$ cat src/rtl/dcache_refill_if.sv
// dcache_refill_if: miss request, data-RAM write port and line-memory bus of the refill sequencer.
`ifndef D_INDEX_WIDTH
`define D_INDEX_WIDTH 4
`endif
`ifndef D_WO_WIDTH
`define D_WO_WIDTH 2
`endif
interface dcache_refill_if #(
    parameter int dw = 32,
    parameter int iw = `D_INDEX_WIDTH,
    parameter int ow = `D_WO_WIDTH
);
    localparam int tw = 32 - iw - ow - 2;
    logic          req_valid;
    logic          req_ready;
    logic [iw-1:0] req_index;
    logic [1:0]    req_way;
    logic          req_dirty;
    logic [tw-1:0] req_victim_tag;
    logic [tw-1:0] req_fill_tag;
    logic [iw-1:0] ram_index;
    logic [1:0]    ram_way;
    logic [ow-1:0] ram_offset;
    logic [dw-1:0] ram_din;
    logic          ram_we;
    logic          ram_en;
    logic [dw-1:0] ram_dout0;
    logic [dw-1:0] ram_dout1;
    logic [dw-1:0] ram_dout2;
    logic [dw-1:0] ram_dout3;
    logic          mem_cmd_valid;
    logic          mem_cmd_ready;
    logic          mem_cmd_we;
    logic [31:0]   mem_cmd_addr;
    logic [dw-1:0] mem_wdata;
    logic          mem_wvalid;
    logic          mem_wready;
    logic [dw-1:0] mem_rdata;
    logic          mem_rvalid;
    logic          busy;
    logic          done;
    modport master (
        input  req_valid, req_index, req_way, req_dirty, req_victim_tag, req_fill_tag,
        input  ram_dout0, ram_dout1, ram_dout2, ram_dout3,
        input  mem_cmd_ready, mem_wready, mem_rdata, mem_rvalid,
        output req_ready, ram_index, ram_way, ram_offset, ram_din, ram_we, ram_en,
        output mem_cmd_valid, mem_cmd_we, mem_cmd_addr, mem_wdata, mem_wvalid, busy, done
    );
    modport slave (
        output req_valid, req_index, req_way, req_dirty, req_victim_tag, req_fill_tag,
        output ram_dout0, ram_dout1, ram_dout2, ram_dout3,
        output mem_cmd_ready, mem_wready, mem_rdata, mem_rvalid,
        input  req_ready, ram_index, ram_way, ram_offset, ram_din, ram_we, ram_en,
        input  mem_cmd_valid, mem_cmd_we, mem_cmd_addr, mem_wdata, mem_wvalid, busy, done
    );
endinterface

$ cat src/rtl/dcache_refill.sv
// dcache_refill: writes back a dirty victim line, fetches the new line and writes it into the
// selected way of the data RAM, owning the RAM write port throughout.
`ifndef D_INDEX_WIDTH
`define D_INDEX_WIDTH 4
`endif
`ifndef D_WO_WIDTH
`define D_WO_WIDTH 2
`endif
module dcache_refill #(
    parameter int dw = 32,
    parameter int iw = `D_INDEX_WIDTH,
    parameter int ow = `D_WO_WIDTH
) (
    input logic              clk,
    input logic              rst_n,
    dcache_refill_if.master  bus
);
    localparam int tw = 32 - iw - ow - 2;
    localparam logic [ow-1:0] last = '1;

    typedef enum logic [2:0] {IDLE, WB_CMD, WB_DATA, FILL_CMD, FILL_DATA, DONE} state_t;

    state_t        state, state_n;
    logic [ow-1:0] cnt, cnt_n;
    logic [tw-1:0] vtag, vtag_n, ftag, ftag_n;
    logic [iw-1:0] index_n;
    logic [1:0]    way_n;
    logic [ow-1:0] offset_n;
    logic [dw-1:0] din_n;
    logic          we_n, en_n;

    always_ff @(posedge clk or negedge rst_n) begin
        if (!rst_n) begin
            state          <= IDLE;
            cnt            <= '0;
            vtag           <= '0;
            ftag           <= '0;
            bus.ram_index  <= '0;
            bus.ram_way    <= '0;
            bus.ram_offset <= '0;
            bus.ram_din    <= '0;
            bus.ram_we     <= 1'b0;
            bus.ram_en     <= 1'b0;
        end else begin
            state          <= state_n;
            cnt            <= cnt_n;
            vtag           <= vtag_n;
            ftag           <= ftag_n;
            bus.ram_index  <= index_n;
            bus.ram_way    <= way_n;
            bus.ram_offset <= offset_n;
            bus.ram_din    <= din_n;
            bus.ram_we     <= we_n;
            bus.ram_en     <= en_n;
        end
    end

    always_comb begin
        state_n  = state;
        cnt_n    = cnt;
        vtag_n   = vtag;
        ftag_n   = ftag;
        index_n  = bus.ram_index;
        way_n    = bus.ram_way;
        offset_n = bus.ram_offset;
        din_n    = bus.ram_din;
        we_n     = 1'b0;
        en_n     = 1'b0;
        case (state)
            IDLE: if (bus.req_valid) begin
                state_n = bus.req_dirty ? WB_CMD : FILL_CMD;
                index_n = bus.req_index;
                way_n   = bus.req_way;
                vtag_n  = bus.req_victim_tag;
                ftag_n  = bus.req_fill_tag;
            end
            WB_CMD: if (bus.mem_cmd_ready) begin
                state_n  = WB_DATA;
                cnt_n    = '0;
                offset_n = '0;
                en_n     = 1'b1;
            end
            // RAM read stays enabled; the offset only advances once memory takes the word
            WB_DATA: begin
                en_n = 1'b1;
                if (bus.mem_wready) begin
                    cnt_n    = cnt + 1'b1;
                    offset_n = cnt + 1'b1;
                    if (cnt == last) begin
                        state_n = FILL_CMD;
                        en_n    = 1'b0;
                    end
                end
            end
            FILL_CMD: if (bus.mem_cmd_ready) begin
                state_n = FILL_DATA;
                cnt_n   = '0;
            end
            FILL_DATA: if (bus.mem_rvalid) begin
                we_n     = 1'b1;
                en_n     = 1'b1;
                din_n    = bus.mem_rdata;
                offset_n = cnt;
                cnt_n    = cnt + 1'b1;
                if (cnt == last) state_n = DONE;
            end
            DONE: state_n = IDLE;
            default: state_n = IDLE;
        endcase
    end

    assign bus.req_ready     = state == IDLE;
    assign bus.busy          = state != IDLE;
    assign bus.done          = state == DONE;
    assign bus.mem_cmd_valid = state == WB_CMD || state == FILL_CMD;
    assign bus.mem_cmd_we    = state == WB_CMD;
    assign bus.mem_cmd_addr  = state == WB_CMD   ? {vtag, bus.ram_index, {(ow + 2){1'b0}}} :
                               state == FILL_CMD ? {ftag, bus.ram_index, {(ow + 2){1'b0}}} : 32'd0;
    assign bus.mem_wvalid    = state == WB_DATA;
    assign bus.mem_wdata     = !bus.mem_wvalid     ? '0 :
                               bus.ram_way == 2'd0 ? bus.ram_dout0 :
                               bus.ram_way == 2'd1 ? bus.ram_dout1 :
                               bus.ram_way == 2'd2 ? bus.ram_dout2 : bus.ram_dout3;
endmodule

$ cat src/flat_wrapper.sv
// flat-port wrapper written by rule: the top's interface ports become plain ports
module dcache_refill_flat 
#(
    parameter int dw = 32,
    parameter int iw = `D_INDEX_WIDTH,
    parameter int ow = `D_WO_WIDTH
)
  (clk, rst_n, bus_req_valid, bus_req_index, bus_req_way, bus_req_dirty, bus_req_victim_tag, bus_req_fill_tag, bus_ram_dout0, bus_ram_dout1, bus_ram_dout2, bus_ram_dout3, bus_mem_cmd_ready, bus_mem_wready, bus_mem_rdata, bus_mem_rvalid, bus_req_ready, bus_ram_index, bus_ram_way, bus_ram_offset, bus_ram_din, bus_ram_we, bus_ram_en, bus_mem_cmd_valid, bus_mem_cmd_we, bus_mem_cmd_addr, bus_mem_wdata, bus_mem_wvalid, bus_busy, bus_done);
  dcache_refill_if #(.dw(dw), .iw(iw), .ow(ow)) bus_i ();
  input logic clk;
  input logic rst_n;
  input wire logic [$bits(bus_i.req_valid)-1:0] bus_req_valid;
  input wire logic [$bits(bus_i.req_index)-1:0] bus_req_index;
  input wire logic [$bits(bus_i.req_way)-1:0] bus_req_way;
  input wire logic [$bits(bus_i.req_dirty)-1:0] bus_req_dirty;
  input wire logic [$bits(bus_i.req_victim_tag)-1:0] bus_req_victim_tag;
  input wire logic [$bits(bus_i.req_fill_tag)-1:0] bus_req_fill_tag;
  input wire logic [$bits(bus_i.ram_dout0)-1:0] bus_ram_dout0;
  input wire logic [$bits(bus_i.ram_dout1)-1:0] bus_ram_dout1;
  input wire logic [$bits(bus_i.ram_dout2)-1:0] bus_ram_dout2;
  input wire logic [$bits(bus_i.ram_dout3)-1:0] bus_ram_dout3;
  input wire logic [$bits(bus_i.mem_cmd_ready)-1:0] bus_mem_cmd_ready;
  input wire logic [$bits(bus_i.mem_wready)-1:0] bus_mem_wready;
  input wire logic [$bits(bus_i.mem_rdata)-1:0] bus_mem_rdata;
  input wire logic [$bits(bus_i.mem_rvalid)-1:0] bus_mem_rvalid;
  output wire logic [$bits(bus_i.req_ready)-1:0] bus_req_ready;
  output wire logic [$bits(bus_i.ram_index)-1:0] bus_ram_index;
  output wire logic [$bits(bus_i.ram_way)-1:0] bus_ram_way;
  output wire logic [$bits(bus_i.ram_offset)-1:0] bus_ram_offset;
  output wire logic [$bits(bus_i.ram_din)-1:0] bus_ram_din;
  output wire logic [$bits(bus_i.ram_we)-1:0] bus_ram_we;
  output wire logic [$bits(bus_i.ram_en)-1:0] bus_ram_en;
  output wire logic [$bits(bus_i.mem_cmd_valid)-1:0] bus_mem_cmd_valid;
  output wire logic [$bits(bus_i.mem_cmd_we)-1:0] bus_mem_cmd_we;
  output wire logic [$bits(bus_i.mem_cmd_addr)-1:0] bus_mem_cmd_addr;
  output wire logic [$bits(bus_i.mem_wdata)-1:0] bus_mem_wdata;
  output wire logic [$bits(bus_i.mem_wvalid)-1:0] bus_mem_wvalid;
  output wire logic [$bits(bus_i.busy)-1:0] bus_busy;
  output wire logic [$bits(bus_i.done)-1:0] bus_done;
  assign bus_i.req_valid = bus_req_valid;
  assign bus_i.req_index = bus_req_index;
  assign bus_i.req_way = bus_req_way;
  assign bus_i.req_dirty = bus_req_dirty;
  assign bus_i.req_victim_tag = bus_req_victim_tag;
  assign bus_i.req_fill_tag = bus_req_fill_tag;
  assign bus_i.ram_dout0 = bus_ram_dout0;
  assign bus_i.ram_dout1 = bus_ram_dout1;
  assign bus_i.ram_dout2 = bus_ram_dout2;
  assign bus_i.ram_dout3 = bus_ram_dout3;
  assign bus_i.mem_cmd_ready = bus_mem_cmd_ready;
  assign bus_i.mem_wready = bus_mem_wready;
  assign bus_i.mem_rdata = bus_mem_rdata;
  assign bus_i.mem_rvalid = bus_mem_rvalid;
  assign bus_req_ready = bus_i.req_ready;
  assign bus_ram_index = bus_i.ram_index;
  assign bus_ram_way = bus_i.ram_way;
  assign bus_ram_offset = bus_i.ram_offset;
  assign bus_ram_din = bus_i.ram_din;
  assign bus_ram_we = bus_i.ram_we;
  assign bus_ram_en = bus_i.ram_en;
  assign bus_mem_cmd_valid = bus_i.mem_cmd_valid;
  assign bus_mem_cmd_we = bus_i.mem_cmd_we;
  assign bus_mem_cmd_addr = bus_i.mem_cmd_addr;
  assign bus_mem_wdata = bus_i.mem_wdata;
  assign bus_mem_wvalid = bus_i.mem_wvalid;
  assign bus_busy = bus_i.busy;
  assign bus_done = bus_i.done;
  dcache_refill #(.dw(dw), .iw(iw), .ow(ow)) u_core (.clk(clk), .rst_n(rst_n), .bus(bus_i));
endmodule
$ cat config.mk
export PLATFORM = sky130hd
export DESIGN_NAME = dcache_refill_flat
export DESIGN_NICKNAME = d
export VERILOG_FILES = /design/src/rtl/dcache_refill_if.sv /design/src/rtl/dcache_refill.sv /design/src/flat_wrapper.sv
export SDC_FILE = /design/constraint.sdc
export NUM_CORES = 1
export LEC_CHECK = 0
export ABC_AREA = 1
export BUFFER_PORTS_ARGS = -buffer_cell sky130_fd_sc_hd__buf_4
export CORE_AREA = 2 2 130 132
export DETAILED_ROUTE_END_ITERATION = 12
export DIE_AREA = 0 0 132 134
export PLACE_DENSITY_LB_ADDON = 0.2
export SLEW_MARGIN = 30
export SYNTH_ARGS = -nofsm -noshare
export SYNTH_HDL_FRONTEND = slang
export SYNTH_SLANG_ARGS = --single-unit
$ cat constraint.sdc
create_clock -name clk -period 2.9 [get_ports clk]
set_clock_uncertainty 0.2 [all_clocks]
set_input_delay 0.145 -clock clk [delete_from_list [all_inputs] [get_ports clk]]
set_output_delay 0.145 -clock clk [all_outputs]
set_load 0.02 [all_outputs]
# [Word-level counts from Yosys, hierarchy flattened]
# Cells that the tools add are included.
[classes] add_sub_neg=1 n_lt_le_gt_ge=0 multipliers=0 eq_ne=16 n_mux=27 shifts=0 div_mod_pow=0 bitwise_logic=0 reduce_logical=12
[op_table] op="32-bit 2-to-1 mux" n=6
[op_table] op="3-bit 2-to-1 mux" n=7
[op_table] op="3-bit case mux with 5 select lines" n=1
[op_table] op="2-bit case mux with 3 select lines" n=2
[op_table] op="2-bit 2-to-1 mux" n=5
[op_table] op="2-bit inequality test (second input constant)" n=5
[op_table] op="3-bit nonzero test" n=3
[op_table] op="4-bit AND reduction" n=2
[op_table] op="7-bit AND reduction" n=1
[op_table] op="3-bit by 2-bit == test with 1-bit output (second input constant)" n=2
[op_table] op="3-bit == test (second input constant)" n=2
[op_table] op="2-bit by 1-bit inequality test with 1-bit output (second input constant)" n=3
[op_table] op="1-bit 2-to-1 mux" n=5
[op_table] op="2-bit == test (second input constant)" n=2
[op_table] op="2-bit AND reduction" n=2
[op_table] op="3-bit by 1-bit == test with 1-bit output (second input constant)" n=1
[op_table] op="3-bit zero test" n=1
[op_table] op="1-bit case mux with 3 select lines" n=1
[op_table] op="2-bit by 1-bit adder with 2-bit output (second input constant)" n=1
[op_table] op="2-bit by 1-bit == test with 1-bit output (second input constant)" n=1
[op_table] op="2-bit zero test" n=1
[op_table] op="2-bit OR reduction" n=1
[op_table] op="1-bit logical OR" n=1
[word_totals] reg_bits=95 input_bits=221 rom_bits=0 ramBits=0 latchBits=0 elab_cells=66 memories=0 output_inout_bits=112

# [Logic depth before layout (Yosys ltp)]
[logic_depth] word_depth=5 mapped_depth=8 mapped_depth_nobuf=8

# [Worst setup path before layout]
# OpenSTA, ideal clock, no wires.
[synth_timing] path_type="register -> output" startpoint="reg u_core.bus.ram_way[1]" endpoint="out bus_mem_wdata[23]" t_arrival_ns=1.532 slack_ns=1.023 n_path_buf=2 path_stages_with_launch=7 cell_sequence="dfrtp_1 -> buf_2 -> inv_2 -> nand2_1 -> clkbuf_1 -> o21ai_0 -> a21oi_1"
[synth_via] elab_chain_len=5 word_cells_on_any_way=7 cone_classes="2 x eq/ne; 4 x mux; 1 x reduce/logical"
[synth_rtl] element="start, declared" line="dcache_refill_if.sv:46" rtl="output req_ready, ram_index, ram_way, ram_offset, ram_din, ram_we, ram_en,"
[synth_rtl] element="start signal, assigned" line="dcache_refill.sv:50" rtl="bus.ram_way <= way_n;"
[synth_rtl] element="2-bit == test" line="dcache_refill.sv:123" rtl="bus.ram_way == 2'd2 ? bus.ram_dout2 : bus.ram_dout3;"
[synth_rtl] element="32-bit 2-to-1 mux" line="dcache_refill.sv:123"
[synth_rtl] element="32-bit 2-to-1 mux" line="dcache_refill.sv:122" rtl="bus.ram_way == 2'd1 ? bus.ram_dout1 :"
[synth_rtl] element="32-bit 2-to-1 mux *" line="dcache_refill.sv:121" rtl="bus.ram_way == 2'd0 ? bus.ram_dout0 :"
[synth_rtl] element="32-bit 2-to-1 mux *" line="dcache_refill.sv:120" rtl="assign bus.mem_wdata = !bus.mem_wvalid ? '0 :"
[synth_rtl] element="end, declared" line="flat_wrapper.sv:36" rtl="output wire logic [$bits(bus_i.mem_wdata)-1:0] bus_mem_wdata;"
# Every way passes the cells marked *; elsewhere a longest branch is shown, timed or not.

# [Final worst setup path]
[layout_timing] startpoint="reg u_core.state[2]" endpoint="out bus_mem_wdata[30]"
[layout_via] elab_chain_len=2
[layout_rtl] element="start, declared" line="dcache_refill.sv:23" rtl="state_t state, state_n;"
[layout_rtl] element="start signal, assigned" line="dcache_refill.sv:45" rtl="state <= state_n;"
[layout_rtl] element="3-bit by 2-bit == test with 1-bit output" line="dcache_refill.sv:119" rtl="assign bus.mem_wvalid = state == WB_DATA;"
[layout_rtl] element="32-bit 2-to-1 mux" line="dcache_refill.sv:120"
# No other way between the ends.

==> impl_metrics.toml <==
[outcome]
status = "finished, final reports clean"

[route]
drt_wl_total_mm = 20.5
routedLengthMet1_mm = 7.64
drtAntennaViolNets = 0
firstDrtPassIters = 4
routed-wl-met3_mm = 1.58
post-route-drc-count = 0
vias = 6391
top_layer = "met4"
wl_met2_mm = 10.6
dr.first_iter.drc_count = 264
wl_per_cell_um = 15.4
viasPerCell = 4.81

[critical_path]
crit_path_start_kind = "flip-flop"
crit_required_ns = 2.56
max_stage_delay_ns = 0.57
crit_slowest_cell = "dfrtp_1"
cp.arrival_ns = 2.29
cp_max_fo = 36
path_buf_inv = 3
path_class = "flip-flop to output pin"
critPathCaptureType = "output pin"
worstPathCellList = "inv_1 -> nand3_1 -> inv_2 -> o21ai_0 -> a21oi_1 -> buf_4"
path_delay_family = "buffers and inverters"

[clocking]
cts_tree = "yes"
cts_num_sinks = 95
clockBufferDepth = 2
cts_made_buffers = 9
clk_pin_slew_ns = 0.07
cts_root_buf = "clkbuf_16"
htreeDepth = 3
clock_latency_ns = 0.33
ctsResizeCount = 0

[final_layout]
layout.nets = 1324
area_delta_synth_final_pct = 71.2
drive_gt1_frac = 0.341
fill_cells = 1540

[timing]
finalWorstSetupSlack_ns = 0.261
finalCritPeriodShare = 0.910
max_freq_mhz = 379
tns_ns = 0
rsz0062_at_grt = "no"
setup_viol = 0
hold_viol_final = 0
slew_headroom = 0.487
drv_slew = 0
period_needed_ns = 2.64
worst_pin_slew_ns = 0.769

[logic_synthesis]
syn-cell-area_um2 = 5280
synth.avg_cell_area_um2 = 7.40
ys_seq_elements = 95
yosysUniqueCellTypes = 22
yosysSeqAreaShare = 0.450
syn_inst = 713
yosys_warnings = 0

[global_routing]
antenna_found_initial = 1
grt_start_max_net_pins = 59
first_global_vias = 6370
globalRouteTotalUtil = 0.226
grt_pass1_wl_mm = 32.5
grt.overflow.total = 0

[die]
initial_core_util = 0.324
die-area_um2 = 17700
num_rows = 47
core_um2 = 16300
fp.dieH_um = 134
fp.dieW_um = 132
io_pins = 333

[placement]
place_ws_ns = 0.682
portBuffers = 328
hpwl_mm = 14.2
place.gp.congestion = 0.919

[job]
drv_cap = 0

[min_path]
holdCritPathClass = "primary input to flip-flop"

[pwr]
power_uw = 8430
p_per_area_nw_per_um2 = 933
leakage_uw = 0.00482
ir_drop_uv = 565
-- layer usage --
metal	GRT usage	vias to the layer above
met3	0.0601	36
met5	0	-
met1	0.253	2946
met2	0.412	265
li1	-	3144
met4	0.0888	0
-- path summary, 6_finish.rpt --
path	slack (ns)	depth (start not counted)	startpoint	to
worst max-delay path	0.26	6	u_core.state[2]	bus_mem_wdata[30]
min in group asynchronous	0.21	2	rst_n	u_core.bus.ram_din[9]
worst min register to register	0.27	2	u_core.vtag[15]	u_core.vtag[15]
worst min-delay path	0.13	3	bus_req_valid	u_core.ftag[23]
worst max register to register	0.84	7	u_core.state[2]	u_core.cnt[1]
max in group asynchronous	1.58	3	rst_n	u_core.vtag[4]
-- placed cells by master (no fill, tap or decap), drive strengths merged --
master / netlist / layout
a21oi: 40 / 40
a22o: 24 / 24
buf: 37 / 342
clkbuf: 20 / 12
clkinv: 0 / 3
conb: 1 / 4
dfrtp: 95 / 95
diode: 0 / 1
dlygate4sd3: 0 / 90
ha: 1 / 1
inv: 20 / 21
nand2: 256 / 256
nand3: 128 / 128
nor2: 21 / 21
nor3: 1 / 1
o2111ai: 1 / 1
o21ai: 68 / 68
-- worst min-delay path: stages --
cell and delay, ns:
buf_4 0.28, nand3_1 0.15, nand2_1 0.05
-- synthesized netlist by cell type (all sizes together) --
| cell | n | share of area |
|---|---|---|
| dfrtp | 95 | 0.45 |
| inv | 20 | 0.014 |
| o2111ai | 1 | 0.0017 |
| a21oi | 40 | 0.038 |
| nand3 | 128 | 0.12 |
| nor3 | 1 | 0.00095 |
| buf | 37 | 0.044 |
| o21ai | 68 | 0.064 |
| conb | 1 | 0.00071 |
| nand2 | 256 | 0.18 |
| ha | 1 | 0.0024 |
| clkbuf | 20 | 0.015 |
| nor2 | 21 | 0.024 |
| a22o | 24 | 0.040 |
-- cell families (layout without fill, tap and decap cells) --
family / after synthesis / count (layout) / synth area share
AOI/OAI and AO/OA: 133 / 133 / 0.144
buffers and inverters: 77 / 468 / 0.0728
and+or+nand+nor: 406 / 406 / 0.330
adders and majority gates: 1 / 1 / 0.00237
DFF: 95 / 95 / 0.450
other: 1 / 5 / 0.000711
-- sequential cells by signal (all words and copies together) (netlist names) --
register               flops
u_core.cnt                 2
u_core.bus.ram_we          1
u_core.bus.ram_en          1
u_core.bus.ram_index       4
u_core.vtag               24
u_core.bus.ram_offset      2
u_core.bus.ram_din        32
u_core.state               3
u_core.bus.ram_way         2
u_core.ftag               24
-- per-stage QoR --
step,cells,hold slack (ns),instance area [um^2],utilization
after detailed placement,1221,0.0700,7840,0.481
final,1328,0.129,9040,0.555
after CTS,1327,0.115,9030,0.555
after global routing,1328,0.146,9040,0.555
after global placement,1221,0.0783,7840,0.481
after floorplan,716,-0.351,5290,-
-- area by class of cell --
cell class                 count  area (um^2)  area share
timing repair buffer         432         3480       0.385
clock buffer                  12          267      0.0295
multi-input combinational    544         2530       0.280
sequential                    95         2380       0.263
antenna                        1         2.50    0.000277
clock inverter                 4         27.5     0.00305
inverter                      20         75.1     0.00831
tap                          220          275      0.0305
-- what timing repair did --
action	4_1_cts	5_1_grt
setup buffers	0	0
hold buffers	90	0
hold endpoints to repair	146	0
-- power by group --
group	total (uW)	switching [uW]	internal (uW)
Sequential	2300	373	1930
Combinational	4960	3020	1940
Clock	1160	508	654
No activity file was read; power rests on OpenSTA's default activity.
